`src/rtl/uart_rx_if.sv`:
```
// Consumer-side bus of the UART receiver: byte handshake, error pulses,
// busy flag and a debug view of the receiver FSM state.
//
// Handshake: a byte moves from master to slave on every rising clk edge
// where rx_valid and rx_ready are both 1. The master holds rx_data stable
// while rx_valid is 1 and drops rx_valid after the transfer unless a new
// byte is loaded on that same edge. rx_ready while rx_valid is 0 has no
// effect.
interface uart_rx_if;
    logic [7:0] rx_data;
    logic       rx_valid;
    logic       rx_ready;
    logic       frame_err;
    logic       overrun;
    logic       parity_err;
    logic       busy;
    logic [2:0] fsm_state;

    // Receiver side: produces bytes and status.
    modport master (
        output rx_data,
        output rx_valid,
        output frame_err,
        output overrun,
        output parity_err,
        output busy,
        output fsm_state,
        input  rx_ready
    );

    // Byte-consumer side.
    modport slave (
        input  rx_data,
        input  rx_valid,
        input  frame_err,
        input  overrun,
        input  parity_err,
        input  busy,
        input  fsm_state,
        output rx_ready
    );
endinterface

```
`src/rtl/uart_rx.sv`:
```
// UART receiver, 8N1, LSB first, with its own oversampling tick divider.
// Bytes leave over a valid/ready handshake; framing and overrun errors are
// reported as one-cycle pulses.
//
// Build option: define UART_RX_PARITY_EN to expect an even-parity bit
// between the data bits and the stop bit; parity_err then pulses alongside
// the delivered byte. Without it the frame is plain 8N1 and parity_err is 0.
module uart_rx #(
    parameter int CLK_FREQ   = 50_000_000,
    parameter int BAUD_RATE  = 9600,
    parameter int OVERSAMPLE = 16
) (
    input  logic      clk,
    input  logic      rst,
    input  logic      rxd,
    uart_rx_if.master bus
);

    // Clocks per sample tick; truncation only skews the bit period slightly.
    localparam int DIV   = CLK_FREQ / (BAUD_RATE * OVERSAMPLE);
    localparam int DIV_W = (DIV > 1) ? $clog2(DIV) : 1;
    localparam int TC_W  = $clog2(OVERSAMPLE);

    localparam logic [DIV_W-1:0] DIV_LAST = DIV_W'(DIV - 1);
    // Start bit is checked half a bit in; every later bit one full bit on.
    localparam logic [TC_W-1:0]  T_MID    = TC_W'(OVERSAMPLE / 2 - 1);
    localparam logic [TC_W-1:0]  T_END    = TC_W'(OVERSAMPLE - 1);

    typedef enum logic [2:0] {
        IDLE       = 3'd0,
        START      = 3'd1,
        DATA       = 3'd2,
        PARITY     = 3'd3,
        STOP       = 3'd4,
        BREAK_WAIT = 3'd5
    } state_t;

    // ------------------------------------------------------------------
    // Input synchronizer. Flops reset to 1 so a reset never looks like a
    // start bit.
    // ------------------------------------------------------------------
    logic rxd_meta;
    logic rxs;

    // Two-flop synchronizer for the asynchronous rxd pin.
    always_ff @(posedge clk or posedge rst) begin
        if (rst) begin
            rxd_meta <= 1'b1;
            rxs      <= 1'b1;
        end else begin
            rxd_meta <= rxd;
            rxs      <= rxd_meta;
        end
    end

    // ------------------------------------------------------------------
    // Free-running sample tick divider; runs in every FSM state so the
    // start-bit search in IDLE uses the same tick grid as the data bits.
    // ------------------------------------------------------------------
    logic [DIV_W-1:0] div_cnt;
    logic             samp_tick;

    assign samp_tick = (div_cnt == DIV_LAST);

    // Divider counter 0..DIV-1, wrapping on samp_tick.
    always_ff @(posedge clk or posedge rst) begin
        if (rst) begin
            div_cnt <= '0;
        end else if (samp_tick) begin
            div_cnt <= '0;
        end else begin
            div_cnt <= div_cnt + 1'b1;
        end
    end

    // ------------------------------------------------------------------
    // Receive FSM with its tick/bit counters and shift register.
    // ------------------------------------------------------------------
    state_t          state, state_n;
    logic [TC_W-1:0] tcnt, tcnt_n;
    logic [2:0]      bcnt, bcnt_n;
    logic [7:0]      shreg, shreg_n;
    logic            frame_done;   // good stop bit sampled this cycle
    logic            frame_bad;    // stop bit sampled low this cycle
`ifdef UART_RX_PARITY_EN
    logic            par_bit, par_bit_n;
`endif

    // FSM state and receive datapath registers.
    always_ff @(posedge clk or posedge rst) begin
        if (rst) begin
            state   <= IDLE;
            tcnt    <= '0;
            bcnt    <= '0;
            shreg   <= '0;
`ifdef UART_RX_PARITY_EN
            par_bit <= 1'b0;
`endif
        end else begin
            state   <= state_n;
            tcnt    <= tcnt_n;
            bcnt    <= bcnt_n;
            shreg   <= shreg_n;
`ifdef UART_RX_PARITY_EN
            par_bit <= par_bit_n;
`endif
        end
    end

    // Next-state, counter and sampling decisions; all advance on samp_tick only.
    always_comb begin
        state_n    = state;
        tcnt_n     = tcnt;
        bcnt_n     = bcnt;
        shreg_n    = shreg;
        frame_done = 1'b0;
        frame_bad  = 1'b0;
`ifdef UART_RX_PARITY_EN
        par_bit_n  = par_bit;
`endif
        if (samp_tick) begin
            case (state)
                IDLE: begin
                    if (!rxs) begin
                        state_n = START;
                        tcnt_n  = '0;
                    end
                end

                START: begin
                    if (tcnt == T_MID) begin
                        if (rxs) begin
                            // Line went back high: a glitch, not a start bit.
                            state_n = IDLE;
                        end else begin
                            state_n = DATA;
                            tcnt_n  = '0;
                            bcnt_n  = '0;
                        end
                    end else begin
                        tcnt_n = tcnt + 1'b1;
                    end
                end

                DATA: begin
                    if (tcnt == T_END) begin
                        // LSB arrives first, so shifting right lands it in bit 0.
                        shreg_n = {rxs, shreg[7:1]};
                        tcnt_n  = '0;
                        if (bcnt == 3'd7) begin
`ifdef UART_RX_PARITY_EN
                            state_n = PARITY;
`else
                            state_n = STOP;
`endif
                        end else begin
                            bcnt_n = bcnt + 3'd1;
                        end
                    end else begin
                        tcnt_n = tcnt + 1'b1;
                    end
                end

`ifdef UART_RX_PARITY_EN
                PARITY: begin
                    if (tcnt == T_END) begin
                        par_bit_n = rxs;
                        tcnt_n    = '0;
                        state_n   = STOP;
                    end else begin
                        tcnt_n = tcnt + 1'b1;
                    end
                end
`endif

                STOP: begin
                    if (tcnt == T_END) begin
                        tcnt_n = '0;
                        if (rxs) begin
                            frame_done = 1'b1;
                            state_n    = IDLE;
                        end else begin
                            // Hold off until the line idles so a break does
                            // not immediately look like another start bit.
                            frame_bad = 1'b1;
                            state_n   = BREAK_WAIT;
                        end
                    end else begin
                        tcnt_n = tcnt + 1'b1;
                    end
                end

                BREAK_WAIT: begin
                    if (rxs) begin
                        state_n = IDLE;
                    end
                end

                default: begin
                    state_n = IDLE;
                end
            endcase
        end
    end

    // ------------------------------------------------------------------
    // Output register and handshake. A completed frame is loaded if the
    // holding register is empty or being drained on this same edge;
    // otherwise the new byte is dropped and overrun pulses.
    // ------------------------------------------------------------------
    logic [7:0] rx_data_q;
    logic       rx_valid_q;
    logic       frame_err_q;
    logic       overrun_q;
    logic       out_free;

    assign out_free = !rx_valid_q || bus.rx_ready;

    // Holding register, valid flag and one-cycle error pulses.
    always_ff @(posedge clk or posedge rst) begin
        if (rst) begin
            rx_data_q   <= 8'h00;
            rx_valid_q  <= 1'b0;
            frame_err_q <= 1'b0;
            overrun_q   <= 1'b0;
        end else begin
            frame_err_q <= frame_bad;
            overrun_q   <= 1'b0;
            if (frame_done) begin
                if (out_free) begin
                    rx_data_q  <= shreg;
                    rx_valid_q <= 1'b1;
                end else begin
                    overrun_q <= 1'b1;
                end
            end else if (rx_valid_q && bus.rx_ready) begin
                rx_valid_q <= 1'b0;
            end
        end
    end

`ifdef UART_RX_PARITY_EN
    logic parity_err_q;

    // Even parity: data bits plus parity bit must XOR to 0. Only checked on
    // a good stop bit, so a framing error masks it.
    always_ff @(posedge clk or posedge rst) begin
        if (rst) begin
            parity_err_q <= 1'b0;
        end else begin
            parity_err_q <= frame_done && (^{shreg, par_bit});
        end
    end

    assign bus.parity_err = parity_err_q;
`else
    assign bus.parity_err = 1'b0;
`endif

    assign bus.rx_data   = rx_data_q;
    assign bus.rx_valid  = rx_valid_q;
    assign bus.frame_err = frame_err_q;
    assign bus.overrun   = overrun_q;
    assign bus.busy      = (state != IDLE);
    assign bus.fsm_state = state;

endmodule
```
`src/flat_wrapper.sv`:
```
// flat-port wrapper written by rule: the top's interface ports become plain ports
module uart_rx_flat 
#(
    parameter int CLK_FREQ   = 50_000_000,
    parameter int BAUD_RATE  = 9600,
    parameter int OVERSAMPLE = 16
)
  (clk, rst, rxd, bus_rx_data, bus_rx_valid, bus_frame_err, bus_overrun, bus_parity_err, bus_busy, bus_fsm_state, bus_rx_ready);
  uart_rx_if bus_i ();
  input  logic clk;
  input  logic rst;
  input  logic rxd;
  output wire logic [$bits(bus_i.rx_data)-1:0] bus_rx_data;
  output wire logic [$bits(bus_i.rx_valid)-1:0] bus_rx_valid;
  output wire logic [$bits(bus_i.frame_err)-1:0] bus_frame_err;
  output wire logic [$bits(bus_i.overrun)-1:0] bus_overrun;
  output wire logic [$bits(bus_i.parity_err)-1:0] bus_parity_err;
  output wire logic [$bits(bus_i.busy)-1:0] bus_busy;
  output wire logic [$bits(bus_i.fsm_state)-1:0] bus_fsm_state;
  input wire logic [$bits(bus_i.rx_ready)-1:0] bus_rx_ready;
  assign bus_rx_data = bus_i.rx_data;
  assign bus_rx_valid = bus_i.rx_valid;
  assign bus_frame_err = bus_i.frame_err;
  assign bus_overrun = bus_i.overrun;
  assign bus_parity_err = bus_i.parity_err;
  assign bus_busy = bus_i.busy;
  assign bus_fsm_state = bus_i.fsm_state;
  assign bus_i.rx_ready = bus_rx_ready;
  uart_rx #(.CLK_FREQ(CLK_FREQ), .BAUD_RATE(BAUD_RATE), .OVERSAMPLE(OVERSAMPLE)) u_core (.clk(clk), .rst(rst), .rxd(rxd), .bus(bus_i));
endmodule
```
`config.mk`:
```
export PLATFORM = sky130hd
export DESIGN_NAME = uart_rx_flat
export DESIGN_NICKNAME = d
export VERILOG_FILES = /design/src/rtl/uart_rx_if.sv /design/src/rtl/uart_rx.sv /design/src/flat_wrapper.sv
export SDC_FILE = /design/constraint.sdc
export NUM_CORES = 1
export LEC_CHECK = 0
export ABC_CLOCK_PERIOD_IN_PS = 3800
export CELL_PAD_IN_SITES_DETAIL_PLACEMENT = 1
export CELL_PAD_IN_SITES_GLOBAL_PLACEMENT = 2
export CORE_ASPECT_RATIO = 0.6
export CORE_MARGIN = 1
export CORE_UTILIZATION = 40
export CTS_BUF_LIST = sky130_fd_sc_hd__clkbuf_16
export DETAILED_ROUTE_END_ITERATION = 8
export GPL_ROUTABILITY_DRIVEN = 0
export PLACE_DENSITY = 0.83
export SLEW_MARGIN = 15
export SYNTH_ARGS = -nofsm -noshare
export SYNTH_HDL_FRONTEND = slang
export SYNTH_SLANG_ARGS = --single-unit
```
`constraint.sdc`:
```
create_clock -name clk -period 3.8 [get_ports clk]
set_input_delay 0.95 -clock clk [delete_from_list [all_inputs] [get_ports clk]]
set_output_delay 0.95 -clock clk [all_outputs]
set_load 0.005 [all_outputs]
```
==> metrics.yaml, run 1 <==
place:
  portBuffers: 18
  dpl_cell_area_mm2: 0.00221
  post-dp-hpwl_um: 3110
sta:
  rsz0062_at_grt: "false"
  final.min_clock_period_ns: 2.69
  tightest_slew_ns: 0.565
  fin_crit_sh: 0.707
  skew_ns: 0.00536
  hold_viol_final: 0
  fmax_ghz: 0.372
  setup_viol: 0
  slew_headroom: 0.620
  tns_ns: 0
  maxSlewViolCount: 0
synth:
  syn_nets: 181
  netlist_area_mm2: 0.00197
  ys_top_cells_by_area: "dfrtp_1 (48%), mux2_2 (11%), ha_1 (3.2%)"
  synthCells: 172
  yosys_most_used_dff: "dfrtp_1"
  synth_top_area_frac: 0.483
  ys_seq_area_frac: 0.510
  yosys.cell_types.count: 47
  post_synth.cell_area_avg_um2: 11.4
  synth_edf_count: 0
  yosysWarningCount: 0
  ys_ff_latch: 40
  yosysTopAreaCell: "dfrtp_1"
  async_reset_ff_frac: 1.00
drt:
  wl_um: 4340
  drcViolationCount: 0
  vias_per_cell: 5.32
  via_count: 1363
  antenna_left: 0
  maxUsedRoutingLayer: "met4"
  wl_met1_um: 2250
  wl_per_cell_um: 16.9
  firstDrtPassIters: 4
  met2WireLength_um: 1950
  met3_length_um: 99
  drt-initial-drc-count: 22
layout:
  final_core_util: 0.510
  layout-area-overhead-vs-synth_pct: 20.7
  ff_latch_area_mm2: 0.00100
  fillers: 517
  layout_commonest_cell: "dfrtp_1"
  drive_gt1_frac: 0.223
  multi_input_area_um2: 913
  diodes: 0
  num-nets-final: 201
  final_cell_mix: "dfrtp_1 (38), mux2_2 (19), clkdlybuf4s50_1 (18)"
  fin_area_mm2: 0.00238
floorplan:
  rows: 19
  die_area_mm2: 0.00522
  coreArea_mm2: 0.00466
  initial_core_util: 0.423
  die-height_um: 56.4
  fp.dieW_um: 92.6
  io_pins: 20
clocking:
  cts_buffers: 5
  root_buffer: "clkbuf_16"
  clock_sinks: 40
  clockBufferDepth: 2
  holdBufCountCts: 0
  clkTransAtPathRegs_ns: 0.06
  cts_resized: 0
  insertion_delay_ns: 0.28
  cts_setup_buffers: 0
  cts_tree: "built"
  cts_max_level: 2
critical_path:
  worstPathRequired_ns: 2.85
  start_kind: "flip-flop"
  crit_fanout: 17
  max_stage_delay_ns: 0.55
  end_kind: "output pin"
  slowest_stage: "dfrtp_1"
  path_class: "reg2out"
  cp_cell_sequence: "or3_1, clkdlybuf4s50_1"
  crit_family: "flip-flops"
  path_buf_inv: 1
  arrival_ns: 1.74
grt:
  antenna_found_initial: 0
  grt.total_usage: 0.193
  grt_max_degree: 41
  grt_first_pass_wirelength_um: 7530
  overflow: 0
  grt_pass1_vias: 1414
power_and_ir_drop:
  vdd_drop_max_v: 0.000194
  p_per_area_mw_per_mm2: 386
  p_leak_nw: 1.06
run:
  drv_cap: 0
worst_hold_path:
  hold_class: "reg2reg"
status:
  status: "finished clean"
[state kept, by name, summed over array words and instances (netlist names), 3 cells and up]
name and flops:
u_core.div_cnt 9, u_core.bus.rx_data 8, u_core.shreg 8, u_core.tcnt 4, u_core.bcnt 3, u_core.bus.fsm_state 3
[cell usage after synthesis, types with 2 or more instances]
| cell type | n |
|---|---|
| nand2_1 | 9 |
| nand4_2 | 2 |
| inv_1 | 7 |
| nor4_1 | 3 |
| o21ai_0 | 7 |
| a31o_2 | 2 |
| nor3b_1 | 2 |
| ha_1 | 5 |
| nand3_1 | 6 |
| nor3_1 | 2 |
| o211ai_1 | 2 |
| mux2_2 | 19 |
| nor2_1 | 12 |
| or3_1 | 3 |
| dfrtp_1 | 38 |
| a22o_2 | 2 |
| xnor2_1 | 7 |
| dfstp_2 | 2 |
| or2_2 | 2 |
| a22o_1 | 3 |
| nand2b_1 | 7 |
| clkbuf_1 | 4 |
| and3_1 | 2 |
[metrics by stage]
| step | hold WS, ns | total power (W) | instances | setup slack [ns] |
|---|---|---|---|---|
| after floorplan | 0.345 | 0.000445 | 172 | 1.67 |
| after global placement | 0.347 | 0.000451 | 248 | 1.44 |
| final | 0.361 | 0.000918 | 256 | 1.11 |
| after CTS | 0.360 | 0.000934 | 256 | 1.10 |
| after detailed placement | 0.349 | 0.000452 | 248 | 1.41 |
| after global routing | 0.365 | 0.000949 | 256 | 1.04 |
[where the power goes]
part	internal, W	total [W]	switching [W]	leakage (nW)
sequential	0.000428	0.000430	0.00000154	0.538
clock	0.000308	0.000475	0.000167	0.0798
combinational	0.00000420	0.0000140	0.00000976	0.445
total	0.000740	0.000918	0.000178	1.06
[final timing paths]
kind,start,endpoint,slack [ns],depth (start not counted)
max,u_core.bus.fsm_state[0],bus_busy,1.11,2
min,u_core.rxd_meta,u_core.rxs,0.36,0
max reg2reg,u_core.div_cnt[4],u_core.bus.rx_data[1],1.45,4
min reg2reg,u_core.rxd_meta,u_core.rxs,0.36,0
max in group asynchronous,rst,u_core.rxs,2.33,3
min in group asynchronous,rst,u_core.bcnt[0],1.10,3
[per-layer routing]
| layer | GRT usage | up-vias |
|---|---|---|
| li1 | - | 655 |
| met1 | 0.296 | 690 |
| met2 | 0.273 | 13 |
| met3 | 0.0407 | 5 |
| met4 | 0.0536 | 0 |
| met5 | 0 | - |
[cell type report]
type | instances | share of cell area
clock inverters | 3 | 0.0179
well taps | 63 | 0.0332
flip-flops and latches | 40 | 0.422
inverters | 7 | 0.0111
multi-input cells | 119 | 0.384
repair buffers | 19 | 0.0789
clock buffers | 5 | 0.0526
[cells by family (layout without fill, tap and decap cells)]
kind of cell | count (synthesis) | after routing | synth area share
xor+xnor | 8 | 8 | 0.0356
other cells | 1 | 1 | 0.00190
compound gates | 25 | 25 | 0.0940
buf+inv | 13 | 34 | 0.0267
fa+ha+maj | 6 | 6 | 0.0368
simple gates | 60 | 60 | 0.187
flops | 40 | 40 | 0.510
mux | 19 | 19 | 0.109
No activity file was read; power rests on OpenSTA's default activity.
==> run 2: changes to the inputs <==
--- a/config.mk
+++ b/config.mk
@@ -5,16 +5,16 @@
 export SDC_FILE = /design/constraint.sdc
 export NUM_CORES = 1
 export LEC_CHECK = 0
-export ABC_CLOCK_PERIOD_IN_PS = 3800
+export ABC_CLOCK_PERIOD_IN_PS = 2500
 export CELL_PAD_IN_SITES_DETAIL_PLACEMENT = 1
 export CELL_PAD_IN_SITES_GLOBAL_PLACEMENT = 2
 export CORE_ASPECT_RATIO = 0.6
 export CORE_MARGIN = 1
-export CORE_UTILIZATION = 40
+export CORE_UTILIZATION = 37
 export CTS_BUF_LIST = sky130_fd_sc_hd__clkbuf_16
 export DETAILED_ROUTE_END_ITERATION = 8
 export GPL_ROUTABILITY_DRIVEN = 0
-export PLACE_DENSITY = 0.83
+export PLACE_DENSITY = 0.78
 export SLEW_MARGIN = 15
 export SYNTH_ARGS = -nofsm -noshare
 export SYNTH_HDL_FRONTEND = slang
==> constraint.sdc (replaced) <==
create_clock -name clk -period 2.5 [get_ports clk]
set_input_delay 0.625 -clock clk [delete_from_list [all_inputs] [get_ports clk]]
set_output_delay 0.625 -clock clk [all_outputs]
set_load 0.005 [all_outputs]
==> metrics.yaml, run 2 (synthesis results as in run 1) <==
worst_hold_path:
  hold_depth: 0
  min_to: "u_core.rxs"
  hold_start: "u_core.rxd_meta"
  hold_class: "reg2reg"
drt:
  via_count: 1389
  firstDrtPassIters: 4
  wl_um: 4520
  drcViolationCount: 0
  antenna_left: 0
  wl_per_cell_um: 17.2
  vias_per_cell: 5.28
  drt-initial-drc-count: 85
place:
  post-dp-hpwl_um: 3280
  portBuffers: 18
floorplan:
  die-height_um: 58.5
  fp.dieW_um: 96.2
  io_pins: 20
  die_area_mm2: 0.00563
  rows: 20
  initial_core_util: 0.388
  coreArea_mm2: 0.00508
run:
  drv_cap: 0
grt:
  grtUsageMet2: 0.267
  grt_use_met1: 0.258
  grtUsageMet3: 0.0517
  grt_max_degree: 41
  antenna_found_initial: 0
  overflow: 0
  grt.total_usage: 0.179
  grt_pass1_vias: 1400
  grt_first_pass_wirelength_um: 7410
  busiest_layer: "met2"
critical_path:
  ff2ff_path_depth: 4
  r2r_setup_slack_ns: 0.26
  cp_cell_sequence: "or3_1, clkdlybuf4s50_1"
  worstPathRequired_ns: 1.88
  start_kind: "flip-flop"
  crit_fanout: 12
  r2r_end: "u_core.bcnt[0]"
  path_class: "reg2out"
  max_stage_delay_ns: 0.48
  crit_start: "u_core.bus.fsm_state[0]"
  end_kind: "output pin"
  arrival_ns: 1.65
  r2r_start: "u_core.div_cnt[3]"
  slowest_stage: "dfrtp_1"
sta:
  hold_viol_final: 0
  setup_viol: 0
  tns_ns: 0
  tightest_slew_ns: 0.551
  skew_ns: 0.00469
  fin_crit_sh: 0.911
  slew_headroom: 0.629
  maxSlewViolCount: 0
  rsz0062_at_grt: "false"
  final.min_clock_period_ns: 2.28
  fmax_ghz: 0.439
layout:
  largest_reg_flops: 9
  top_register: "u_core.div_cnt"
  final_cell_mix: "dfrtp_1 (38), mux2_2 (19), clkdlybuf4s50_1 (18)"
  layout-area-overhead-vs-synth_pct: 22.4
  num-nets-final: 205
  diodes: 0
  drive_gt1_frac: 0.239
  layout_commonest_cell: "dfrtp_1"
power_and_ir_drop:
  p_leak_nw: 1.08
  finalPower_w: 0.00139
  vdd_drop_max_v: 0.000236
  p_per_area_mw_per_mm2: 578
clocking:
  cts_buffers: 5
  holdBufCountCts: 0
  insertion_delay_ns: 0.28
  clock_sinks: 40
  cts_setup_buffers: 0
  cts_resized: 0
  clkTransAtPathRegs_ns: 0.06
  cts_tree: "built"
  clockBufferDepth: 2
  root_buffer: "clkbuf_16"
  cts_max_level: 2
status:
  status: "finished clean"
==> run 2: cell types whose count changed in the layout (fill, tap and decap cells not counted), sizes merged <==
cell and change:
buf +4
==> run 2: worst max-delay path by stage <==
stage                                  endpoint  slack (ns)  cells after the start
after floorplan                  u_core.bcnt[0]        0.37                      4
after global placement           u_core.bcnt[0]        0.32                      4
after detailed placement  u_core.bus.rx_data[3]        0.27                      4
after CTS                              bus_busy        0.21                      2
after global routing                   bus_busy        0.16                      2
final                                  bus_busy        0.22                      2
==> run 2: stage by stage <==
step / hold slack [ns] / area [um^2] / std cells / util / setup slack, ns
finish: 0.362 / 2410 / 263 / 0.475 / 0.223
global route: 0.363 / 2410 / 263 / 0.475 / 0.161
CTS: 0.361 / 2410 / 263 / 0.475 / 0.213
detailed placement: 0.352 / 2240 / 255 / 0.442 / 0.267
global placement: 0.347 / 2240 / 255 / 0.442 / 0.322
floorplan: 0.345 / 1970 / 172 / - / 0.366
==> run 2: final cells by class <==
type / count / area (um^2)
Inverter: 7 / 26.3
Clock buffer: 5 / 125
Fill cell: 554 / 2670
Multi-Input combinational cell: 119 / 913
Timing Repair Buffer: 23 / 218
Tap cell: 66 / 82.6
Clock inverter: 3 / 42.5
Sequential cell: 40 / 1000
==> run 2: metal layers <==
metal | up-vias | wire length [um]
li1 | 666 | -
met3 | 2 | 219
met4 | 0 | 17
met2 | 29 | 2030
met1 | 692 | 2260
met5 | - | 0
==> run 2: critical path, delay by kind of cell, from the launching register on <==
family / cells / cell delay, ns
simple gates: 1 / 0.43
buf+inv: 1 / 0.46
flops: 1 / 0.48
==> run 2: report_power, final <==
part | switching, W | internal [W]
clock | 0.000251 | 0.000469
combinational | 0.0000150 | 0.00000642
sequential | 0.00000233 | 0.000651
==> run 3: changes to the inputs <==
--- a/config.mk
+++ b/config.mk
@@ -19,3 +19,4 @@
 export SYNTH_ARGS = -nofsm -noshare
 export SYNTH_HDL_FRONTEND = slang
 export SYNTH_SLANG_ARGS = --single-unit
+export TNS_END_PERCENT = 100
==> results of run 3 <==
Same layout as run 2: the final DEF is identical, and so are final timing and power.
